[src/rtl/rv_ctrl_pkg.sv]
// Shared encodings for the multicycle RV32I control unit: FSM states, opcodes,
// datapath select codes and trap causes.
package rv_ctrl_pkg;

  typedef enum logic [3:0] {
    S_FETCH  = 4'd0,
    S_DECODE = 4'd1,
    S_MEMADR = 4'd2,
    S_MEMRD  = 4'd3,
    S_MEMWB  = 4'd4,
    S_MEMWR  = 4'd5,
    S_EXEC_R = 4'd6,
    S_EXEC_I = 4'd7,
    S_ALUWB  = 4'd8,
    S_BRANCH = 4'd9,
    S_JAL    = 4'd10,
    S_JALR   = 4'd11,
    S_UPPER  = 4'd12,
    S_TRAP   = 4'd13
  } state_t;

  localparam logic [6:0] OPC_LOAD   = 7'b0000011;
  localparam logic [6:0] OPC_STORE  = 7'b0100011;
  localparam logic [6:0] OPC_OP     = 7'b0110011;
  localparam logic [6:0] OPC_OP_IMM = 7'b0010011;
  localparam logic [6:0] OPC_BRANCH = 7'b1100011;
  localparam logic [6:0] OPC_JAL    = 7'b1101111;
  localparam logic [6:0] OPC_JALR   = 7'b1100111;
  localparam logic [6:0] OPC_LUI    = 7'b0110111;
  localparam logic [6:0] OPC_AUIPC  = 7'b0010111;
  localparam logic [6:0] OPC_SYSTEM = 7'b1110011;

  localparam logic [1:0] ALUOP_ADD    = 2'b00;
  localparam logic [1:0] ALUOP_BRANCH = 2'b01;
  localparam logic [1:0] ALUOP_FUNCT  = 2'b10;

  localparam logic [1:0] SRCA_PC    = 2'b00;
  localparam logic [1:0] SRCA_OLDPC = 2'b01;
  localparam logic [1:0] SRCA_RS1   = 2'b10;

  localparam logic [1:0] SRCB_RS2  = 2'b00;
  localparam logic [1:0] SRCB_IMM  = 2'b01;
  localparam logic [1:0] SRCB_FOUR = 2'b10;

  localparam logic [1:0] RES_ALU  = 2'b00;
  localparam logic [1:0] RES_MEM  = 2'b01;
  localparam logic [1:0] RES_IMM  = 2'b10;
  localparam logic [1:0] RES_LINK = 2'b11;

  localparam logic [2:0] IMM_NONE  = 3'b000;
  localparam logic [2:0] IMM_I     = 3'b001;
  localparam logic [2:0] IMM_SHAMT = 3'b010;
  localparam logic [2:0] IMM_S     = 3'b011;
  localparam logic [2:0] IMM_U     = 3'b100;
  localparam logic [2:0] IMM_B     = 3'b101;
  localparam logic [2:0] IMM_JALR  = 3'b110;
  localparam logic [2:0] IMM_J     = 3'b111;

  localparam logic [1:0] CAUSE_ECALL   = 2'd0;
  localparam logic [1:0] CAUSE_EBREAK  = 2'd1;
  localparam logic [1:0] CAUSE_ILLEGAL = 2'd2;
  localparam logic [1:0] CAUSE_BUS     = 2'd3;

  function automatic logic is_wait_state(input state_t s);
    return (s == S_FETCH) || (s == S_MEMRD) || (s == S_MEMWR);
  endfunction

endpackage

[src/rtl/mem_wait_timer.sv]
// Counts un-acknowledged cycles of a memory transfer and flags the cycle in
// which the count would reach TIMEOUT. TIMEOUT of 0 never expires.
module mem_wait_timer #(
  parameter int TIMEOUT = 16
) (
  input  logic clk,
  input  logic rst_n,
  input  logic active,
  input  logic ack,
  output logic expired
);

  localparam int CW = (TIMEOUT > 1) ? $clog2(TIMEOUT) : 1;
  localparam logic [CW-1:0] LAST = (TIMEOUT > 0) ? CW'(TIMEOUT - 1) : '0;

  logic [CW-1:0] count;

  // Leaving a wait state or completing the transfer restarts the count, so
  // every entry into FETCH/MEMRD/MEMWR begins at zero.
  always_ff @(posedge clk) begin
    if (!rst_n) begin
      count <= '0;
    end else if (!active || ack) begin
      count <= '0;
    end else begin
      count <= count + 1'b1;
    end
  end

  // An ack in the expiring cycle suppresses the timeout.
  assign expired = (TIMEOUT != 0) && active && !ack && (count == LAST);

endmodule

[src/rtl/multicycle_control.sv]
// Moore-style control FSM for a multicycle RV32I datapath with memory
// wait-state timeout and trap reporting.
module multicycle_control
  import rv_ctrl_pkg::*;
#(
  parameter int MEM_TIMEOUT   = 16,
  parameter bit ENABLE_SYSTEM = 1'b1
) (
  input  logic       i_clk,
  input  logic       i_rst_n,
  input  logic [6:0] i_opcode,
  input  logic [2:0] i_funct3,
  input  logic       i_memAck,
  input  logic       i_branchTaken,
  output logic       o_memReq,
  output logic       o_memWrite,
  output logic       o_irWrite,
  output logic       o_pcWrite,
  output logic       o_regWrite,
  output logic [1:0] o_ALUSrcA,
  output logic [1:0] o_ALUSrcB,
  output logic [1:0] o_ALUOp,
  output logic [1:0] o_resultSrc,
  output logic [2:0] o_immSrc,
  output logic       o_isLoadSigned,
  output logic       o_trap,
  output logic [1:0] o_trapCause,
  output logic [3:0] o_state
);

  state_t     state, state_next;
  logic [1:0] cause, cause_next;
  logic       expired;

  mem_wait_timer #(.TIMEOUT(MEM_TIMEOUT)) u_timer (
    .clk    (i_clk),
    .rst_n  (i_rst_n),
    .active (is_wait_state(state)),
    .ack    (i_memAck),
    .expired(expired)
  );

  always_ff @(posedge i_clk) begin
    if (!i_rst_n) begin
      state <= S_FETCH;
      cause <= CAUSE_ECALL;
    end else begin
      state <= state_next;
      cause <= cause_next;
    end
  end

  always_comb begin
    state_next = state;
    cause_next = cause;
    case (state)
      S_FETCH: begin
        if (i_memAck) begin
          state_next = S_DECODE;
        end else if (expired) begin
          state_next = S_TRAP;
          cause_next = CAUSE_BUS;
        end
      end
      S_DECODE: begin
        case (i_opcode)
          OPC_LOAD, OPC_STORE: state_next = S_MEMADR;
          OPC_OP:              state_next = S_EXEC_R;
          OPC_OP_IMM:          state_next = S_EXEC_I;
          OPC_BRANCH:          state_next = S_BRANCH;
          OPC_JAL:             state_next = S_JAL;
          OPC_JALR:            state_next = S_JALR;
          OPC_LUI, OPC_AUIPC:  state_next = S_UPPER;
          // ebreak differs from ecall only in imm bits this unit never sees,
          // so funct3=0 reports as ecall and CSR forms as illegal.
          OPC_SYSTEM: begin
            state_next = ENABLE_SYSTEM ? S_TRAP : S_FETCH;
            cause_next = (i_funct3 == 3'b000) ? CAUSE_ECALL : CAUSE_ILLEGAL;
          end
          default: begin
            state_next = ENABLE_SYSTEM ? S_TRAP : S_FETCH;
            cause_next = CAUSE_ILLEGAL;
          end
        endcase
      end
      S_MEMADR: state_next = (i_opcode == OPC_LOAD) ? S_MEMRD : S_MEMWR;
      S_MEMRD: begin
        if (i_memAck) begin
          state_next = S_MEMWB;
        end else if (expired) begin
          state_next = S_TRAP;
          cause_next = CAUSE_BUS;
        end
      end
      S_MEMWR: begin
        if (i_memAck) begin
          state_next = S_FETCH;
        end else if (expired) begin
          state_next = S_TRAP;
          cause_next = CAUSE_BUS;
        end
      end
      S_EXEC_R, S_EXEC_I: state_next = S_ALUWB;
      default:            state_next = S_FETCH;
    endcase
  end

  always_comb begin
    o_memReq    = 1'b0;
    o_memWrite  = 1'b0;
    o_irWrite   = 1'b0;
    o_pcWrite   = 1'b0;
    o_regWrite  = 1'b0;
    o_ALUSrcA   = SRCA_PC;
    o_ALUSrcB   = SRCB_RS2;
    o_ALUOp     = ALUOP_ADD;
    o_resultSrc = RES_ALU;
    o_immSrc    = IMM_NONE;
    o_trap      = 1'b0;
    o_trapCause = CAUSE_ECALL;
    case (state)
      S_FETCH: begin
        o_memReq  = 1'b1;
        o_irWrite = i_memAck;
        o_pcWrite = i_memAck;
        o_ALUSrcB = SRCB_FOUR;
      end
      S_MEMADR: begin
        o_ALUSrcA = SRCA_RS1;
        o_ALUSrcB = SRCB_IMM;
        o_immSrc  = (i_opcode == OPC_LOAD) ? IMM_I : IMM_S;
      end
      S_MEMRD: o_memReq = 1'b1;
      S_MEMWB: begin
        o_regWrite  = 1'b1;
        o_resultSrc = RES_MEM;
      end
      S_MEMWR: begin
        o_memReq   = 1'b1;
        o_memWrite = 1'b1;
      end
      S_EXEC_R: begin
        o_ALUSrcA = SRCA_RS1;
        o_ALUOp   = ALUOP_FUNCT;
      end
      S_EXEC_I: begin
        o_ALUSrcA = SRCA_RS1;
        o_ALUSrcB = SRCB_IMM;
        o_ALUOp   = ALUOP_FUNCT;
        o_immSrc  = (i_funct3[1:0] == 2'b01) ? IMM_SHAMT : IMM_I;
      end
      S_ALUWB: o_regWrite = 1'b1;
      S_BRANCH: begin
        o_ALUSrcA = SRCA_RS1;
        o_ALUOp   = ALUOP_BRANCH;
        o_immSrc  = IMM_B;
        o_pcWrite = i_branchTaken;
      end
      S_JAL: begin
        o_ALUSrcA   = SRCA_OLDPC;
        o_ALUSrcB   = SRCB_IMM;
        o_immSrc    = IMM_J;
        o_pcWrite   = 1'b1;
        o_regWrite  = 1'b1;
        o_resultSrc = RES_LINK;
      end
      S_JALR: begin
        o_ALUSrcA   = SRCA_RS1;
        o_ALUSrcB   = SRCB_IMM;
        o_immSrc    = IMM_JALR;
        o_pcWrite   = 1'b1;
        o_regWrite  = 1'b1;
        o_resultSrc = RES_LINK;
      end
      S_UPPER: begin
        o_ALUSrcA   = SRCA_OLDPC;
        o_ALUSrcB   = SRCB_IMM;
        o_immSrc    = IMM_U;
        o_regWrite  = 1'b1;
        o_resultSrc = RES_IMM;
      end
      S_TRAP: begin
        o_trap      = 1'b1;
        o_trapCause = cause;
      end
      default: ;
    endcase
  end

  assign o_isLoadSigned = ~i_funct3[2];
  assign o_state        = state;

endmodule

[config.mk]
export PLATFORM = sky130hd
export DESIGN_NAME = multicycle_control
export DESIGN_NICKNAME = d
export VERILOG_FILES = /design/src/rtl/rv_ctrl_pkg.sv /design/src/rtl/mem_wait_timer.sv /design/src/rtl/multicycle_control.sv
export SDC_FILE = /design/constraint.sdc
export NUM_CORES = 1
export LEC_CHECK = 0
export CAP_MARGIN = 20
export CORE_MARGIN = 2
export CORE_UTILIZATION = 45
export DETAILED_ROUTE_END_ITERATION = 10
export GPL_ROUTABILITY_DRIVEN = 0
export PLACE_DENSITY_LB_ADDON = 0.08
export SKIP_LAST_GASP = 1
export SLEW_MARGIN = 20
export SYNTH_ARGS = -nofsm -noshare
export SYNTH_HDL_FRONTEND = slang
export SYNTH_HIERARCHICAL = 1
export SYNTH_SLANG_ARGS = --single-unit
[constraint.sdc]
create_clock -name i_clk -period 4.46 [get_ports i_clk]
set_clock_uncertainty 0.05 [all_clocks]
set_input_delay 0.892 -clock i_clk [delete_from_list [all_inputs] [get_ports i_clk]]
set_output_delay 0.892 -clock i_clk [all_outputs]
set_load 0.02 [all_outputs]
# Yosys cells after proc, flatten, opt, wreduce, memory -nomap -nowiden

Index checks and enable logic that the tools add are counted.
Widths: inputs -> output; s select.

Register bits after elaboration: 10
Bits of input ports: 14
Output and inout port bits: 24
Word-level logic and storage cells: 82

Add/subtract/negate cells: 1
Eq/ne operators: 28
Muxes and demuxes: 26
Bitwise gates (word level): 2
Reductions and logical operators: 22

Operators by type and width:

| operator            | number |
|---|---|
| $eq 4x4->1 const B  | 7 |
| $eq 7x7->1 const B  | 4 |
| $pmux 4 s7          | 1 |
| $pmux 4 s6          | 1 |
| $eq 7x6->1 const B  | 3 |
| $pmux 2 s2          | 5 |
| $pmux 3 s6          | 1 |
| $eq 4x3->1 const B  | 4 |
| $mux 4              | 4 |
| $reduce_or 5->1     | 3 |
| $eq 7x5->1 const B  | 2 |
| $mux 2              | 6 |
| $reduce_or 2->1     | 6 |
| $reduce_or 9->1     | 1 |
| $eq 4x2->1 const B  | 2 |
| $eq 7x2->1 const B  | 1 |
| $pmux 2 s3          | 1 |
| $mux 1              | 5 |
| $add 4x1->4 const B | 1 |
| $eq 4x1->1 const B  | 1 |
| $logic_not 4->1     | 1 |
| $ne 2x2->1 const B  | 2 |
| $reduce_and 4->1    | 1 |
| $logic_not 3->1     | 1 |
| 10 further kinds    | 15 |

# Longest topological paths before layout

Depth after elaboration: 8
Mapped depth: 10
Depth with buffers taken out: 9

# Cells and area by module

The synthesis kept the hierarchy.

Modules (own cells, without submodules):

| module             | instances | cells an instance | area each (µm²) | sequential area each (µm²) |
|---|---|---|---|---|
| multicycle_control | 1         | 114               | 699.4           | 120.1 |
| mem_wait_timer     | 1         | 17                | 176.4           | 80.1 |

# Worst setup path before layout

OpenSTA, ideal clock, no wires.

Path kind: input-to-output
From: in i_opcode[3]
To: out o_immSrc[1]
Data arrival time: 2.057 ns
Required time: 3.518 ns
Setup slack: 1.461 ns
Stages: 3
Buffers on the path: 0
Path through: or4_4 > o311a_1 > or2_1

Word-level cells in the longest chain between the ends: 3

Ends and longest elaborated chain:

| what            | RTL line                  | source |
|---|---|---|
| start, declared | multicycle_control.sv:11  | `input logic [6:0] i_opcode,` |
| $eq 7x2->1      | multicycle_control.sv:131 | `o_immSrc = (i_opcode == OPC_LOAD) ? IMM_I : IMM_S;` |
| $mux 2          | multicycle_control.sv:131 |  |
| $pmux 3 s6      | multicycle_control.sv:121 | `case (state)` |
| end, declared   | multicycle_control.sv:24  | `output logic [2:0] o_immSrc,` |

No other way between the ends.

# Final worst setup path

From: in i_opcode[6]
To: out o_immSrc[1]

Same word-level chain as after synthesis.

==> run_results.csv <==
group,metric,value,unit
outcome,status,"completed",
power_and_ir_drop,pwr-share-comb,52.7,%
yosys,yosys.area.top_type,"dfxtp_1",
die,pin_count,38,
clocking,cts_resized,0,
global_route,antenna_found_initial,0,
setup_path,worstSetupEndpointType,"primary output",
layout,n_fill_cell,163,
yosys,synth_seq_cells,10,
yosys,synth_fa_ha_area_share,1.43,%
power_and_ir_drop,fin_total_pwr,391,uW
layout,area_growth,45.7,%
yosys,async_flop_share,0,%
yosys,ys_seq_area_share,22.9,%
clocking,cts_setup_buffers,0,
setup_path,cp-start-kind,"primary input",
power_and_ir_drop,pwr-share-clk,15.2,%
clocking,cts_buffer_depth,2,
clocking,clock_sinks,10,
clocking,htreeDepth,1,
yosys,ys_types,39,
power_and_ir_drop,power.internal,223,uW
sta,worst_pin_slew,0.598,ns
yosys,synth-edff-count,0,
sta,finalHoldViolCount,0,
clocking,cts_hold_buf,0,
sta,grt_setup_unrepaired,"no",
hold_path,worstHoldStart,"u_timer/count[0]",
yosys,synth_xor_area_share,2.00,%
layout,antennaDiodeCount,0,
setup_path,path_cells,"clkdlybuf4s50_1 -> or4_4 -> o311a_1 -> or2_1 -> clkdlybuf4s50_1",
hold_path,min_to,"u_timer/count[0]",
sta,setup_viol,0,
die,core_area,0.00178,sq mm
clocking,clkTransAtPathRegs,0.06,ns
sta,relSlewSlack,60.1,%
setup_path,cp_max_fo,7,
layout,fin_nets,182,
routing,vias_per_cell,5.67,
flow_run,cap_violations,0,
routing,drtAntennaViolNets,0,
yosys,syn-num-nets,146,
global_route,grt_pass1_vias,895,
yosys,synth_compound_area_share,23.7,%
clocking,cts_buffers,3,
routing,drc_errors,0,
clocking,clk_latency,0.26,ns
power_and_ir_drop,pwr_density_cell,307,mW/mm^2
setup_path,max_stage_delay,0.56,ns
yosys,synth_area_per_cell,6.69,sq um
power_and_ir_drop,p_leak,0.000466,uW
routing,dr.pass1.iters,5,
power_and_ir_drop,p_switching,168,uW
placed_design,hpwl,1.97,mm
setup_path,timing.rr.start,"o_state[2]",
setup_path,crit_top_cell,"clkdlybuf4s50_1",
yosys,synthSimpleGateAreaFrac,43.6,%
setup_path,reg2regPathDepth,9,
yosys,syn_inst,131,
die,die_y,48.1,um
global_route,grt_pass1_wl,3.80,mm
global_route,gr-total-overflow,0,
global_route,grt_max_degree,20,
setup_path,crit_type,"in -> out",
placed_design,numPortBuffers,37,
yosys,synthFlopType,"dfxtp_1",
routing,avgRoutedWirePerCell,13.4,um
hold_path,hold_class,"reg -> reg",
yosys,synth_area_leaders,"dfxtp_1 (23%), nor2_1 (8.1%), a21oi_1 (6.9%)",
global_route,grt_use_total,22.9,%
yosys,synthMuxAreaShare,1.14,%
power_and_ir_drop,p_seq_share,32.0,%
routing,drt_wl_total,2.54,mm
yosys,synth_top_family_by_area,"simple AND/OR/NAND/NOR gates",
die,die-area,0.00232,sq mm
routing,first_iter_violations,26,
clocking,cts_tree,"built",
sta,max_freq,249,MHz
layout,layout-drive-gt1-share,3.64,%
setup_path,r2r_end,"o_state[0]",
power_and_ir_drop,netSwitchingFraction,43.0,%
hold_path,min_path_cells,1,
setup_path,crit_slowest_cell,"or4_4",
routing,vias,1077,
sta,maxSlewViolCount,0,
setup_path,crit_required,3.52,ns
sta,post-route-period-util,90.0,%
yosys,yosys_warnings,6,
die,initial_core_util,49.1,%
setup_path,crit_arrival,3.07,ns
die,chipWidth,48.1,um
die,fp-row-count,15,
sta,layout_min_cycle_time,4.01,ns
yosys,syn_area,876,sq um
power_and_ir_drop,peakVddDrop,221,uV
yosys,synth_top_area_share,22.9,%
clocking,cts_root_buffer,"clkbuf_4",
setup_path,r2r_setup_slack,2.08,ns
sta,tns,0,ns
-- cells in the mapped netlist, types with 3 or more instances --
master    instances
nand2b_1          6
nand2_1          16
nor3_1            3
and2_1            4
inv_1             6
nand3_1           7
clkbuf_1          5
a21oi_1          12
dfxtp_1          10
nor4_1            3
o21ai_0           4
nor2_1           19
nor2b_1           6
-- final cells by class --
class	instances	area, sq um	share of cell area, %
multi-input cells	109	629	49.3
repair buffers	37	370	29.0
flip-flops and latches	10	200	15.7
well taps	25	31.3	2.45
clock buffers	3	22.5	1.76
inverters	6	22.5	1.76
-- cells in the final DEF, fill, tap and decap left out, types with 2 or more instances in the layout --
master           synthesis  routed
nor2b_1                  6       6
o22ai_1                  2       2
a21oi_1                 12      12
nor2_1                  19      19
inv_1                    6       6
nor3_1                   3       3
nand2b_1                 6       6
o41ai_1                  2       2
and2_1                   4       4
clkbuf_4                 0       3
a22o_1                   2       2
nand2_1                 16      16
nor4_1                   3       3
dfxtp_1                 10      10
clkdlybuf4s50_1          0      37
o31ai_1                  2       2
nand3_1                  7       7
o21ai_0                  4       4
-- state kept, by name, summed over array words and instances, names as in the netlist --
signal         flops
o_state            4
u_timer/count      4
cause              2
-- how the worst max path moves through the flow --
stage | from | cells past startpoint | end | slack (ns)
3_3_place_gp | i_opcode[6] | 5 | o_immSrc[1] | 0.48
3_5_place_dp | i_opcode[6] | 5 | o_immSrc[1] | 0.46
4_1_cts | i_opcode[6] | 5 | o_immSrc[1] | 0.46
2_1_floorplan | i_opcode[3] | 3 | o_immSrc[1] | 1.46
6_report | i_opcode[6] | 5 | o_immSrc[1] | 0.45
5_1_grt | i_opcode[6] | 5 | o_immSrc[1] | 0.40
-- power groups by stage --
stage	registers, uW	clock network (uW)	logic (uW)
2_1_floorplan	115	0	128
3_3_place_gp	126	0	201
3_5_place_dp	127	0	206
4_1_cts	125	60.0	207
5_1_grt	129	65.3	224
6_report	125	59.6	206
-- stage by stage --
step                      utilization [%]  instance area [sq um]  setup slack (ns)  std cells  hold slack (ns)
after floorplan                         -                    876              1.46        131            0.368
after global placement               70.3                   1250             0.485        187            0.381
after detailed placement             70.3                   1250             0.465        187            0.405
after CTS                            71.6                   1280             0.456        190            0.413
after global routing                 71.6                   1280             0.396        190            0.440
final                                71.6                   1280             0.448        190            0.420
-- logic make-up after synthesis --
logic type | Yosys count
xor gates and xnor gates | 2
DFF | 10
adders and majority gates | 1
buffers and inverters | 12
and+or+nand+nor | 73
muxes | 1
AOI/OAI and AO/OA | 32
-- critical path, delay by kind of cell --
kind | cells | cell delay, ns
AOI/OAI and AO/OA | 1 | 0.34
buffers and inverters | 2 | 1.05
and+or+nand+nor | 2 | 0.79
-- layer usage --
layer | share of wire [%] | up-vias | GRT usage, %
met3 | 6.1 | 2 | 4.81
met2 | 49 | 48 | 38.1
li1 | - | 544 | -
met5 | 0 | - | 0
met4 | 0.43 | 0 | 7.03
met1 | 44 | 483 | 29.8
Note: power is estimated with default switching activity, not from simulation.
